### src/rtl/post_neur_rmw_ctrl.sv
// Read-modify-write sequencer for the post-neuron state SRAM: ACC/READ take 2 cycles, SET 1, CLEAR_ALL 2^ADDR_WIDTH.
// REQ_READY is high in IDLE and in the final (WR) cycle of an op, so a held request is taken back-to-back.
module post_neur_rmw_ctrl #(
  parameter int ADDR_WIDTH = 8,
  parameter int LANES      = 8,
  parameter int LANE_W     = 16,
  localparam int DATA_WIDTH = LANES * LANE_W
) (
  input  logic                  CLK,
  input  logic                  RST_N,
  input  logic                  REQ_VALID,
  output logic                  REQ_READY,
  input  logic [1:0]            REQ_OP,
  input  logic [ADDR_WIDTH-1:0] REQ_ADDR,
  input  logic [DATA_WIDTH-1:0] REQ_DATA,
  output logic                  RSP_VALID,
  output logic [DATA_WIDTH-1:0] RSP_DATA,
  output logic [LANES-1:0]      RSP_SAT,
  output logic                  BUSY,
  output logic                  SRAM_CS,
  output logic                  SRAM_WE,
  output logic [ADDR_WIDTH-1:0] SRAM_ADDR,
  output logic [DATA_WIDTH-1:0] SRAM_DIN,
  input  logic [DATA_WIDTH-1:0] SRAM_DOUT
);

  typedef enum logic [1:0] {IDLE, RD, WR, SWEEP} state_t;

  localparam logic [1:0] OP_ACC  = 2'b00;
  localparam logic [1:0] OP_SET  = 2'b01;
  localparam logic [1:0] OP_READ = 2'b10;
  localparam logic [1:0] OP_CLR  = 2'b11;

  localparam logic [ADDR_WIDTH:0] SWEEP_LAST = {1'b0, {ADDR_WIDTH{1'b1}}};
  localparam logic [ADDR_WIDTH:0] CNT_ONE    = {{ADDR_WIDTH{1'b0}}, 1'b1};

  state_t                  state;
  state_t                  first_state;
  logic [1:0]              op_q;
  logic [ADDR_WIDTH-1:0]   addr_q;
  logic [DATA_WIDTH-1:0]   data_q;
  logic [ADDR_WIDTH:0]     sweep_cnt;
  logic [DATA_WIDTH-1:0]   acc_word;
  logic [LANES-1:0]        sat_vec;
  logic                    accept;

  assign REQ_READY = (state == IDLE) || (state == WR);
  assign BUSY      = (state != IDLE);
  assign accept    = REQ_VALID && REQ_READY;

  // Per-lane add at LANE_W+1 bits; overflow shows as the top two sum bits disagreeing.
  for (genvar i = 0; i < LANES; i++) begin : g_lane
    logic [LANE_W-1:0] a_l;
    logic [LANE_W-1:0] b_l;
    logic [LANE_W:0]   sum_l;
    assign a_l        = SRAM_DOUT[i*LANE_W +: LANE_W];
    assign b_l        = data_q[i*LANE_W +: LANE_W];
    assign sum_l      = {a_l[LANE_W-1], a_l} + {b_l[LANE_W-1], b_l};
    assign sat_vec[i] = sum_l[LANE_W] ^ sum_l[LANE_W-1];
    assign acc_word[i*LANE_W +: LANE_W] =
      !sat_vec[i]    ? sum_l[LANE_W-1:0] :
      sum_l[LANE_W]  ? {1'b1, {(LANE_W-1){1'b0}}} :
                       {1'b0, {(LANE_W-1){1'b1}}};
  end

  always_comb begin
    case (REQ_OP)
      OP_SET:  first_state = WR;
      OP_CLR:  first_state = SWEEP;
      default: first_state = RD;
    endcase
  end

  always_comb begin
    SRAM_CS   = 1'b0;
    SRAM_WE   = 1'b0;
    SRAM_ADDR = '0;
    SRAM_DIN  = '0;
    case (state)
      RD: begin
        SRAM_CS   = 1'b1;
        SRAM_ADDR = addr_q;
      end
      WR: begin
        if (op_q != OP_READ) begin
          SRAM_CS   = 1'b1;
          SRAM_WE   = 1'b1;
          SRAM_ADDR = addr_q;
          SRAM_DIN  = (op_q == OP_ACC) ? acc_word : data_q;
        end
      end
      SWEEP: begin
        SRAM_CS   = 1'b1;
        SRAM_WE   = 1'b1;
        SRAM_ADDR = sweep_cnt[ADDR_WIDTH-1:0];
      end
      default: ;
    endcase
  end

  always_ff @(posedge CLK) begin
    if (!RST_N) begin
      state     <= IDLE;
      op_q      <= '0;
      addr_q    <= '0;
      data_q    <= '0;
      sweep_cnt <= '0;
      RSP_VALID <= 1'b0;
      RSP_DATA  <= '0;
      RSP_SAT   <= '0;
    end else begin
      RSP_VALID <= 1'b0;
      if (accept) begin
        op_q      <= REQ_OP;
        addr_q    <= REQ_ADDR;
        data_q    <= REQ_DATA;
        sweep_cnt <= '0;
      end
      case (state)
        IDLE: begin
          if (accept) state <= first_state;
        end
        RD: state <= WR;
        WR: begin
          // Response uses the outgoing op; a new request may be latched on the same edge.
          if (op_q == OP_ACC) begin
            RSP_VALID <= 1'b1;
            RSP_DATA  <= acc_word;
            RSP_SAT   <= sat_vec;
          end else if (op_q == OP_READ) begin
            RSP_VALID <= 1'b1;
            RSP_DATA  <= SRAM_DOUT;
            RSP_SAT   <= '0;
          end
          state <= accept ? first_state : IDLE;
        end
        SWEEP: begin
          sweep_cnt <= sweep_cnt + CNT_ONE;
          if (sweep_cnt == SWEEP_LAST) state <= IDLE;
        end
        default: state <= IDLE;
      endcase
    end
  end

endmodule

### config.mk
export PLATFORM = sky130hd
export DESIGN_NAME = post_neur_rmw_ctrl
export DESIGN_NICKNAME = d
export VERILOG_FILES = /design/src/rtl/post_neur_rmw_ctrl.sv
export SDC_FILE = /design/constraint.sdc
export NUM_CORES = 1
export LEC_CHECK = 0
export CAP_MARGIN = 20
export CELL_PAD_IN_SITES_DETAIL_PLACEMENT = 0
export CELL_PAD_IN_SITES_GLOBAL_PLACEMENT = 2
export CORE_ASPECT_RATIO = 2
export CORE_UTILIZATION = 27
export DETAILED_ROUTE_END_ITERATION = 16
export PLACE_DENSITY = 0.9
export SLEW_MARGIN = 5
export SYNTH_ARGS = -nofsm -noshare
export SYNTH_HDL_FRONTEND = slang
export SYNTH_SLANG_ARGS = --single-unit
### constraint.sdc
create_clock -name CLK -period 5.3 [get_ports CLK]
set_input_delay 0.795 -clock CLK [delete_from_list [all_inputs] [get_ports CLK]]
set_output_delay 0.795 -clock CLK [all_outputs]
set_load 0.02 [all_outputs]
==> flow_summary.json <==
{
  "final_util_pct": 42.3,
  "tightestPinTransition_ns": 1.01,
  "yosysTopAreaCellShare_pct": 30.3,
  "synthFlopType": "dfxtp_1",
  "grt_pass1_vias": 22400,
  "path_class": "input pin to primary output",
  "vias": 22000,
  "synth_area_per_cell_um2": 7.37,
  "h-tree-depth": 1,
  "power_mw": 8.10,
  "skew_ns": 0.0163,
  "synth_compound_area_share_pct": 31.5,
  "holdWs_ns": 0.456,
  "muxShareOfSynthArea_pct": 0.689,
  "endpoint_kind": "primary output",
  "final_cell_mix": "444 x nand2_1, 444 x a21oi_1, 406 x clkdlybuf4s50_1, 371 x buf_4, 281 x dfxtp_1",
  "clkSlewWorstSetupHoldPaths_ns": 0.06,
  "power.density_mw_per_mm2": 278,
  "rows": 136,
  "yosysWarnings": 0,
  "required_ns": 4.51,
  "grt_start_max_net_pins": 94,
  "slew_violations": 0,
  "synth_area_mm2": 0.0189,
  "placed_cells": 4140,
  "maxCapViolCount": 0,
  "io_buffers": 545,
  "period_needed_ns": 5.22,
  "fin_crit_sh_pct": 98.5,
  "yosys.area_share.xor_xnor_pct": 4.72,
  "leakage_nw": 12.4,
  "postLayoutCellArea_mm2": 0.0291,
  "cp_data_arrival_time_ns": 4.42,
  "grt_util_all_layers_pct": 25.2,
  "drive_above_1_share_pct": 19.9,
  "synth_top_family_by_area": "compound AO/OA/AOI/OAI gates",
  "syn_to_final_growth_pct": 54.3,
  "synthSimpleGateAreaFrac_pct": 17.4,
  "ys_top_cells_by_area": "dfxtp_1 30%, a21oi_1 13%, ha_1 9.5%",
  "cts_buffer_depth": 3,
  "ant_nets": 0,
  "die_x_um": 189,
  "ir_drop_mv": 0.281,
  "antenna_found_initial": 21,
  "die_area_mm2": 0.0711,
  "routed_wl_um": 92500,
  "nNetsFinal": 3749,
  "avgRoutedWirePerCell_um": 21.7,
  "synth_area_leader_cell": "dfxtp_1",
  "slew_headroom_pct": 32.8,
  "cts_tree": "done",
  "ys_ff_latch": 286,
  "place_area_mm2": 0.0273,
  "drc": 0,
  "cts_buffers": 31,
  "synthAdderAreaFrac_pct": 10.8,
  "crit_path_start_kind": "input pin",
  "hold_path.class": "register to register",
  "ys_types": 76,
  "worstSkewPairLatency_ns": 0.61,
  "drtIter0Drc": 992,
  "cts_sinks": 286,
  "ys_seq_area_share_pct": 30.3,
  "max_freq_mhz": 192,
  "holdBufCountCts": 0,
  "ioPinCount": 546,
  "finalSetupViolations": 0,
  "synth_edf_count": 0,
  "start_util_pct": 27.4,
  "vias_per_cell": 5.17,
  "chipHeight_um": 376,
  "grt-ovfl-total": 0,
  "final_cells": 4257,
  "coreArea_mm2": 0.0689,
  "outcome": "finished, final reports clean",
  "synthCells": 2561,
  "synth_nets": 2982,
  "layout_setup_ws_ns": 0.0818,
  "drt_pass1_iterations": 5,
  "worstPathMaxFanout": 4,
  "ys_async_sr_fraction_pct": 0,
  "grt_pass1_wl_um": 136000,
  "hold_viol": 0,
  "tns_ns": 0,
  "root_buffer": "clkbuf_16",
  "dp_hpwl_um": 64800,
  "globalplace.congestion": 0.881,
  "dp_slack_ns": -0.918
}
==> final cells by class <==
type / instances / area (µm²)
antenna: 12 / 30.0
inverter: 51 / 196
fill: 7095 / 39800
tap: 897 / 1120
sequential: 286 / 5740
clock inverter: 11 / 139
timing repair buffer: 902 / 8120
multi-input combinational: 2056 / 12900
clock buffer: 42 / 898
==> synth_stat cells (7+ instances only) <==
cell type  instances
clkbuf_1         156
o21a_1            19
a221oi_1          16
a21oi_1          472
mux2i_1           13
or2_2             11
fa_1               8
maj3_1             8
a211oi_1          15
o211a_1            8
nand2b_1          17
o21ai_2            8
xor2_1            32
nor2_1           166
a22o_1            20
o21ai_0          258
ha_1             144
nor3_1            42
inv_1             50
and2_1             8
or3_1             10
a22oi_1           11
nand4_1           12
nor2b_1           17
a31oi_1           15
nor4_1            14
o211ai_1          12
nand2_1          448
a21o_1            50
nand3_1           17
dfxtp_1          286
xnor2_1           68
a21oi_2            9
o21ai_1            7
o21bai_1          21
==> where the power goes <==
part           switching, mW  leakage (nW)  internal [mW]  total [mW]
sequential             0.121          2.35           2.30        2.42
combinational           1.81          9.56           1.53        3.34
clock                   1.02         0.509           1.32        2.34
==> what timing repair did <==
action	in CTS	in global routing
endpoints found under the hold margin	0	0
resized for setup	323	215
gates cloned	3	0
setup buffers	36	14
setup endpoints to repair	101	108
pin swaps	35	86
==> per-layer routing <==
metal	part of all wire [%]	vias to the layer above	global-route usage (%)
li1	-	10600	-
met1	39	10400	28.0
met2	50	733	45.3
met3	6.8	189	5.70
met4	3.9	16	10.8
met5	0.11	-	0
==> kinds of logic (layout without fill, tap and decap cells) <==
family          Yosys count  count (layout)
mux                      13              13
other cells               0              12
simple gates            780             780
buf+inv                 219            1006
xor+xnor                101             101
flops                   286             286
compound gates         1002            1002
fa+ha+maj               160             160
==> critical path: stages <==
cell and delay, ns:
clkdlybuf4s50_1 0.46, ha_1 0.33, o21a_1 0.12, o21ai_2 0.13, a21oi_2 0.05, a311o_1 0.32
a21o_1 0.18, a21o_1 0.18, mux2i_1 0.15, a2111o_1 0.43, ha_4 0.25, a21oi_4 0.21
buf_6 0.13, buf_4 0.10, a21oi_1 0.04, nor4_1 0.30, buf_2 0.24
==> sequential cells by signal, indices dropped and copies added, names as in the netlist <==
signal,count
data_q,128
RSP_DATA,128
addr_q,8
sweep_cnt,9
op_q,2
state,2
RSP_VALID,1
RSP_SAT,8
==> path summary, 6_finish.rpt <==
path / slack, ns / to / depth (start not counted) / from
max: 0.08 / SRAM_DIN[45] / 17 / SRAM_DOUT[37]
min: 0.46 / addr_q[6] / 2 / addr_q[6]
max reg2reg: 1.18 / RSP_DATA[35] / 17 / data_q[33]
min reg2reg: 0.46 / addr_q[6] / 2 / addr_q[6]
No activity file was read; power rests on OpenSTA's default activity.
